### config.mk
export PLATFORM = sky130hd
export DESIGN_NAME = vga_timing_gen
export DESIGN_NICKNAME = d
export VERILOG_FILES = /design/src/rtl/vga_timing_pkg.sv /design/src/rtl/vga_pix_div.sv /design/src/rtl/vga_timing_gen.sv
export SDC_FILE = /design/constraint.sdc
export NUM_CORES = 1
export LEC_CHECK = 0
export CAP_MARGIN = 5
export CORE_AREA = 2 2 57 59
export CTS_BUF_LIST = sky130_fd_sc_hd__clkbuf_8 sky130_fd_sc_hd__clkbuf_16
export CTS_CLUSTER_DIAMETER = 50
export DETAILED_ROUTE_END_ITERATION = 12
export DIE_AREA = 0 0 59 61
export HOLD_SLACK_MARGIN = 0.12
export PLACE_DENSITY = 0.92
export SETUP_SLACK_MARGIN = 0.15
export SLEW_MARGIN = 20
export SYNTH_ARGS = -nofsm -noshare
export SYNTH_HDL_FRONTEND = slang
export SYNTH_SLANG_ARGS = --single-unit
### constraint.sdc
create_clock -name CLK -period 4.08 [get_ports CLK]
set_clock_uncertainty 0.1 [all_clocks]
set_input_delay 0.816 -clock CLK [delete_from_list [all_inputs] [get_ports CLK]]
set_output_delay 0.816 -clock CLK [all_outputs]
set_load 0.02 [all_outputs]
### src/rtl/vga_timing_pkg.sv
// Shared constants for the VGA raster timing generator: 640x480@60 defaults,
// sync polarity encodings and helpers to derive the line/frame totals.
package vga_timing_pkg;

  localparam int DEF_H_ACTIVE = 640;
  localparam int DEF_H_FP     = 16;
  localparam int DEF_H_SYNC   = 96;
  localparam int DEF_H_BP     = 48;
  localparam int DEF_V_ACTIVE = 480;
  localparam int DEF_V_FP     = 10;
  localparam int DEF_V_SYNC   = 2;
  localparam int DEF_V_BP     = 33;

  localparam logic ACTIVE_LOW  = 1'b0;
  localparam logic ACTIVE_HIGH = 1'b1;

  // Pixels per line including blanking.
  function automatic int h_total(input int active, input int fp, input int sync, input int bp);
    return active + fp + sync + bp;
  endfunction

  // Lines per frame including blanking.
  function automatic int v_total(input int active, input int fp, input int sync, input int bp);
    return active + fp + sync + bp;
  endfunction

endpackage

### src/rtl/vga_pix_div.sv
// Pixel clock-enable divider: tick is high for one CLK out of every DIV.
// With DIV=1 the counter is pinned at 0 and tick is permanently high.
module vga_pix_div #(
  parameter int DIV = 4
) (
  input  logic CLK,
  input  logic RESET_N,
  output logic tick
);

  localparam int W = (DIV > 1) ? $clog2(DIV) : 1;
  localparam logic [W-1:0] LAST = W'(DIV - 1);

  logic [W-1:0] div_cnt;

  if (DIV < 1) begin : g_bad_div
    $error("vga_pix_div: DIV must be >= 1");
  end

  assign tick = (div_cnt == LAST);

  // Free-running modulo-DIV counter.
  always_ff @(posedge CLK or negedge RESET_N) begin
    if (!RESET_N) begin
      div_cnt <= '0;
    end else if (tick) begin
      div_cnt <= '0;
    end else begin
      div_cnt <= div_cnt + W'(1);
    end
  end

endmodule

### src/rtl/vga_timing_gen.sv
// VGA raster timing generator: pixel divider, horizontal/vertical counters and
// registered sync / active-video / strobe outputs, all updated on the same edge.
// Free-running source with no handshake; consumers qualify work with p_tick.
// Optional feature macro: VTG_FRAME_CNT_EN adds a wrapping frame counter on
// frame_cnt; without it frame_cnt is constant 0 and no register exists.
module vga_timing_gen
  import vga_timing_pkg::*;
#(
  parameter int   H_ACTIVE    = DEF_H_ACTIVE,
  parameter int   H_FP        = DEF_H_FP,
  parameter int   H_SYNC      = DEF_H_SYNC,
  parameter int   H_BP        = DEF_H_BP,
  parameter int   V_ACTIVE    = DEF_V_ACTIVE,
  parameter int   V_FP        = DEF_V_FP,
  parameter int   V_SYNC      = DEF_V_SYNC,
  parameter int   V_BP        = DEF_V_BP,
  parameter logic H_POL       = ACTIVE_LOW,
  parameter logic V_POL       = ACTIVE_LOW,
  parameter int   DIV         = 4,
  parameter int   CNT_W       = 10,
  parameter int   FRAME_CNT_W = 6
) (
  input  logic                   CLK,
  input  logic                   RESET_N,
  output logic                   p_tick,
  output logic                   sincro_horiz,
  output logic                   sincro_vert,
  output logic                   video_on,
  output logic [CNT_W-1:0]       pixel_X,
  output logic [CNT_W-1:0]       pixel_Y,
  output logic                   line_start,
  output logic                   frame_start,
  output logic [FRAME_CNT_W-1:0] frame_cnt
);

  localparam int H_TOT = h_total(H_ACTIVE, H_FP, H_SYNC, H_BP);
  localparam int V_TOT = v_total(V_ACTIVE, V_FP, V_SYNC, V_BP);

  localparam int HS_FIRST = H_ACTIVE + H_FP;
  localparam int HS_LAST  = H_ACTIVE + H_FP + H_SYNC - 1;
  localparam int VS_FIRST = V_ACTIVE + V_FP;
  localparam int VS_LAST  = V_ACTIVE + V_FP + V_SYNC - 1;

  localparam logic [CNT_W-1:0] H_LAST = CNT_W'(H_TOT - 1);
  localparam logic [CNT_W-1:0] V_LAST = CNT_W'(V_TOT - 1);

  if (H_TOT > 2 ** CNT_W) begin : g_bad_h
    $error("vga_timing_gen: horizontal total does not fit in CNT_W");
  end
  if (V_TOT > 2 ** CNT_W) begin : g_bad_v
    $error("vga_timing_gen: vertical total does not fit in CNT_W");
  end

  logic             tick;
  logic [CNT_W-1:0] h_cnt;
  logic [CNT_W-1:0] v_cnt;
  logic             h_wrap;
  logic             v_wrap;
  logic [CNT_W-1:0] h_next;
  logic [CNT_W-1:0] v_next;
  logic             frame_wrap;

  vga_pix_div #(
    .DIV (DIV)
  ) u_div (
    .CLK     (CLK),
    .RESET_N (RESET_N),
    .tick    (tick)
  );

  // Position the counters hold after the coming edge; decode is taken from
  // this so every output register lines up with the counter registers.
  always_comb begin
    h_wrap     = (h_cnt == H_LAST);
    v_wrap     = (v_cnt == V_LAST);
    h_next     = h_cnt;
    v_next     = v_cnt;
    frame_wrap = 1'b0;
    if (tick) begin
      h_next = h_wrap ? '0 : h_cnt + CNT_W'(1);
      if (h_wrap) begin
        v_next     = v_wrap ? '0 : v_cnt + CNT_W'(1);
        frame_wrap = v_wrap;
      end
    end
  end

  // Counters and registered decode of the next position.
  always_ff @(posedge CLK or negedge RESET_N) begin
    if (!RESET_N) begin
      h_cnt        <= '0;
      v_cnt        <= '0;
      p_tick       <= 1'b0;
      sincro_horiz <= ~H_POL;
      sincro_vert  <= ~V_POL;
      video_on     <= 1'b0;
      line_start   <= 1'b0;
      frame_start  <= 1'b0;
    end else begin
      h_cnt        <= h_next;
      v_cnt        <= v_next;
      p_tick       <= tick;
      sincro_horiz <= (int'(h_next) >= HS_FIRST && int'(h_next) <= HS_LAST) ? H_POL : ~H_POL;
      sincro_vert  <= (int'(v_next) >= VS_FIRST && int'(v_next) <= VS_LAST) ? V_POL : ~V_POL;
      video_on     <= (int'(h_next) < H_ACTIVE) && (int'(v_next) < V_ACTIVE);
      line_start   <= tick && h_wrap;
      frame_start  <= frame_wrap;
    end
  end

  assign pixel_X = h_cnt;
  assign pixel_Y = v_cnt;

`ifdef VTG_FRAME_CNT_EN
  logic [FRAME_CNT_W-1:0] frame_q;

  // Frame counter steps on the same edge that raises frame_start.
  always_ff @(posedge CLK or negedge RESET_N) begin
    if (!RESET_N) begin
      frame_q <= '0;
    end else if (frame_wrap) begin
      frame_q <= frame_q + FRAME_CNT_W'(1);
    end
  end

  assign frame_cnt = frame_q;
`else
  assign frame_cnt = '0;
`endif

endmodule
After elaboration in Yosys (flattened, before gate mapping)
Index checks and enable logic that the tools add are counted.

Word-level logic and storage cells: 35. Register bits after elaboration: 28. Input port bits: 2. Output and inout port bits: 32.

Add/subtract/negate cells: 3. Multiplexer cells: 10. Reductions and logical operators: 4. Order comparisons: 6. Equal/unequal tests: 3.

Operators with widths (number): $mux 10 (5); $add 10x1->10 const B (2); $eq 10x10->1 const B (2); $ge 10x10->1 const B (1); $ge 10x9->1 const B (1); $le 10x10->1 const B (1); $le 10x9->1 const B (1); $lt 10x10->1 const B (1); $lt 10x9->1 const B (1); $logic_and 1x1->1 (4); $mux 1 (4); $add 2x1->2 const B (1); $eq 2x2->1 const B (1); $mux 2 (1).

Depth between registers and ports, before layout
Depth in word-level cells: 7. Mapped depth: 8.

Cells and area by module
Synthesis repeated with hierarchy kept, for this count alone.

Cells, all modules: 163. Area total of the unflattened synthesis: 1545.2 sq um.

By module, submodules not included: vga_timing_gen (times used 1, seq. area each 653.1 sq um, cells each 159, area an instance 1478.9 sq um); vga_pix_div (times used 1, seq. area each 50.0 sq um, cells each 4, area an instance 66.3 sq um).

Least setup slack after synthesis
OpenSTA, ideal clock, no wires.

Path kind: reg2reg. Start point: register h_cnt[0], in the netlist pixel_X[0]. End point: register video_on. Clock period less this slack: 2.539 ns. Arrival time: 2.296 ns. Library setup time: 0.143 ns. Cell stages (with the launch flop): 9. Setup slack: 1.541 ns. Cells stage by stage: dfrtp_1 -> ha_1 -> or4b_4 -> or3_4 -> clkinv_2 -> buf_4 -> o21ai_2 -> a2111oi_4 -> a2111oi_2.

Longest elaborated chain between the ends: 5. Elaborated cells between the ends (all ways): 9. Those cells by class: add/sub (1); order compare (2); eq/ne (1); mux (4); reduce/logical (1).

RTL lines: from (decl) (line vga_timing_gen.sv:55) `logic [CNT_W-1:0] h_cnt;`; from (signal assigned) (line vga_timing_gen.sv:100) `h_cnt <= h_next;`; $add 10x1->10 or $eq 10x10->1 (tied branches) (line vga_timing_gen.sv:80, vga_timing_gen.sv:74); $mux 10, on equally long branches (line vga_timing_gen.sv:80, vga_timing_gen.sv:81); $mux 10 (line vga_timing_gen.sv:79) `if (tick) begin`; $lt 10x10->1 or $lt 10x9->1 (tied branches) (line vga_timing_gen.sv:105) `video_on <= (int'(h_next) < H_ACTIVE) && (int'(v_next) < V_ACTIVE);`; $logic_and 1x1->1 (*) (line vga_timing_gen.sv:105); to (signal assigned) (line vga_timing_gen.sv:105); to (decl) (line vga_timing_gen.sv:28) `output logic video_on,`.

Mark *: on every way between the ends. The rest lies on a longest branch, timed or not.

Worst setup path in the final report
Start point: register h_cnt[0], in the netlist pixel_X[0]. End point: register video_on.

Longest elaborated chain between the ends: 5. Elaborated cells between the ends (all ways): 9. Those cells by class: add/sub (1); order compare (2); eq/ne (1); mux (4); reduce/logical (1).

RTL lines: $eq 10x10->1 (line vga_timing_gen.sv:74) `h_wrap = (h_cnt == H_LAST);`; $mux 10 (line vga_timing_gen.sv:81) `if (h_wrap) begin`; $mux 10 (line vga_timing_gen.sv:79); net v_next[9] (line vga_timing_gen.sv:60) `logic [CNT_W-1:0] v_next;`; $lt 10x9->1 (line vga_timing_gen.sv:105); $logic_and 1x1->1 (line vga_timing_gen.sv:105).

The timed path passes the listed nets, and every way through them passes these cells.

==> impl_metrics.csv <==
group,metric,value,unit
floorplanning,row_count,20,
detailed_routing,num_vias,1251,
synth,ys_ff_latch,28,
detailed_routing,first_iter_violations,46,
worst_setup_path,ff2ff_path_depth,7,
synth,synth-simple-area-share,0.240,
synth,synth_xor_area_frac,0.0630,
placement,io_buffers,27,
detailed_routing,wl_per_cell,14.5,um
synth,synth_ff_type,"dfrtp_1",
min_path,hp-start,"u_div.div_cnt[0]$_DFF_PN0_",
floorplanning,die_w,59,um
timing,worstMarginPinSlew,0.487,ns
power_and_ir_drop,combPwrFrac,0.025,
timing,setup_tns,0,ns
detailed_routing,wl_met3,125,um
clock_network,insertion_delay,0.28,ns
clock_network,ctsRootBufferMaster,"clkbuf_8",
timing,finalWorstSetupSlack,1.32,ns
clock_network,h-tree-depth,1,
cells_and_area,final_util,0.624,
global_route,grt_usage,0.194,
timing,rsz0062_at_grt,"no",
detailed_routing,wl_met2,1470,um
global_route,antenna_found_initial,0,
floorplanning,die_y,61,um
synth,synth-compound-area-share,0.120,
timing,clock.fmax,363,MHz
synth,ys_seq_area_frac,0.460,
min_path,hold_end,"u_div.div_cnt[0]$_DFF_PN0_",
min_path,holdPathStages,1,
placement,gp_congestion,0.925,
detailed_routing,wl_met1,1450,um
detailed_routing,dr.pass1.iters,4,
worst_setup_path,cp.arrival,2.84,ns
clock_network,cts-resized-gates,0,
clock_network,cts.sinks,28,
worst_setup_path,critical_path_class,"register to register",
floorplanning,die_area,0.00360,mm^2
power_and_ir_drop,power_switching,95.9,uW
timing,post-route-period-util,0.676,
min_path,min_path_type,"register to register",
synth,async_flop_share,1.00,
synth,synth_edf_count,0,
synth,ys_warn_count,0,
synth,synth.avg_cell_area,9.56,um^2
worst_setup_path,r2r_end,"video_on$_DFF_PN0_",
worst_setup_path,startpoint_type,"register",
detailed_routing,vias_per_cell,5.79,
synth,netlist_instances,160,
global_route,globalRouteOverflowTotal,0,
detailed_routing,finalWirelength,3120,um
cells_and_area,area_growth,20.5,%
status,status,"complete, no violations",
synth,synth_area_leaders,"dfrtp_1 (43%), xor2_1 (4.6%), nand2_1 (4.2%), nand4_1 (3.7%), buf_4 (3.4%)",
cells_and_area,n_antenna_cell,0,
floorplanning,core_area,0.00295,mm^2
power_and_ir_drop,p_sw_frac,0.208,
power_and_ir_drop,seq_power_share,0.601,
worst_setup_path,critical_path_required,4.16,ns
power_and_ir_drop,p_per_area,250,mW/mm^2
synth,yosys.area_share.adder,0.0327,
global_route,first_global_vias,1072,
timing,finalSetupViolations,0,
power_and_ir_drop,power.share.clock,0.374,
cells_and_area,fin_nets,190,
clock_network,numCtsBuffers,3,
timing,min_period,2.76,ns
timing,slew-limit-headroom,0.672,
placement,dp_slack,1.35,ns
synth,synth_top_area_frac,0.426,
worst_setup_path,path_max_fanout,13,
global_route,grt_pass1_wl,5190,um
clock_network,cts_tree,"done",
clock_network,holdBufCountCts,0,
power_and_ir_drop,p_leak,0.000729,uW
worst_setup_path,r2r-start,"pixel_X[0]$_DFF_PN0_",
synth,netlist_area,0.00153,mm^2
placement,dp.final_hpwl,2260,um
detailed_routing,route.detailed.drc,0,
synth,synth.most_common_cell,"dfrtp_1",
clock_network,clkTransAtPathRegs,0.09,ns
job,drv_cap,0,
synth,synth_top_area_cell,"dfrtp_1",
clock_network,clock_path_buffers,2,
floorplanning,io_pins,34,
clock_network,post_cts_buffers,0,
synth,synth.distinct_cells,41,
synth,synth_top_family_by_area,"simple AND/OR/NAND/NOR gates",
synth,synthMuxAreaShare,0.00655,
timing,finalMaxSlewViolations,0,
global_route,grt_max_degree,29,
synth,yosys-top-cells-count,"dfrtp_1 (26), nand2_1 (17), nor2_1 (12)",
timing,hold_ws,0.331,ns
worst_setup_path,rrSetupSlack,1.32,ns
floorplanning,initial_core_util,0.518,
power_and_ir_drop,peakVddDrop,0.134,mV
detailed_routing,ant_nets,0,
cells_and_area,drive_gt1_frac,0.0765,
detailed_routing,highest_layer,"met4",
worst_setup_path,worstSetupEndpointType,"register",
timing,finalHoldViolCount,0,
power_and_ir_drop,intPower,365,uW
## flip-flops by register name (all words and copies together), names as in the netlist
| signal | cells |
|---|---|
| pixel_X | 10 |
| pixel_Y | 10 |
| u_div.div_cnt | 2 |
| frame_start | 1 |
| line_start | 1 |
| p_tick | 1 |
| sincro_horiz | 1 |
| sincro_vert | 1 |
| video_on | 1 |
## metrics by stage
stage	area, um^2	power, uW	std cells
CTS	1840	463	216
global route	1840	478	216
global placement	1790	294	212
detailed placement	1790	295	212
finish	1840	461	216
floorplan	1550	292	165
## cell families after synthesis
kind of cell               Yosys count
other                                1
DFF                                 28
AOI/OAI and AO/OA                   24
buffers and inverters               23
and+or+nand+nor                     68
xor gates and xnor gates            11
adders and majority gates            4
muxes                                1
## area by class of cell
cell class	count	area [um^2]
fillers	257	1110
multi-input cells	114	729
flip-flops and latches	28	703
repair buffers	28	278
clock buffers	4	55.1
well taps	33	41.3
inverters	9	35.0
## placed cells by master, fill, tap and decap left out, drive strengths merged, types with 2 or more instances in the layout
| cell | count |
|---|---|
| nor3 | 5 |
| dfrtp | 26 |
| or4 | 2 |
| clkbuf | 4 |
| a21o | 2 |
| and2 | 2 |
| inv | 8 |
| xor2 | 8 |
| dfstp | 2 |
| conb | 6 |
| o21ai | 7 |
| or3 | 2 |
| clkdlybuf4s50 | 27 |
| nand4 | 9 |
| o31ai | 3 |
| a2111oi | 2 |
| ha | 4 |
| nor4 | 5 |
| xnor2 | 3 |
| nor2 | 12 |
| a21oi | 5 |
| nor4b | 3 |
| nand3 | 6 |
| nand2 | 17 |
## per-layer routing
layer,vias to the layer above,global-route usage
met2,39,0.289
met3,5,0.0235
met5,-,0
li1,603,-
met1,604,0.277
met4,0,0.104
## power groups by stage
stage	Clock, uW	Sequential, uW	Combinational [uW]
after global routing	187	277	13.1
final	172	277	11.4
after detailed placement	0	283	12.0
after CTS	173	277	11.9
after floorplan	0	283	9.19
after global placement	0	283	11.7
## worst max path at each step
stage                         startpoint                  to  slack, ns  cells past startpoint
floorplan           pixel_X[0]$_DFF_PN0_  video_on$_DFF_PN0_       1.54                      8
global placement    pixel_X[0]$_DFF_PN0_  video_on$_DFF_PN0_       1.44                      7
detailed placement  pixel_X[0]$_DFF_PN0_  video_on$_DFF_PN0_       1.35                      7
CTS                 pixel_X[0]$_DFF_PN0_  video_on$_DFF_PN0_       1.33                      7
global route        pixel_X[0]$_DFF_PN0_  video_on$_DFF_PN0_       1.18                      7
finish              pixel_X[0]$_DFF_PN0_  video_on$_DFF_PN0_       1.32                      7
## critical path, stage by stage, from the launching register on
cell and delay, ns:
dfrtp_1 0.44, ha_1 0.28, or4b_4 0.50, or3_4 0.47
clkinv_2 0.17, o21ai_1 0.09, a22o_1 0.28, a2111oi_2 0.32
Note: power is estimated with default switching activity, not from simulation.
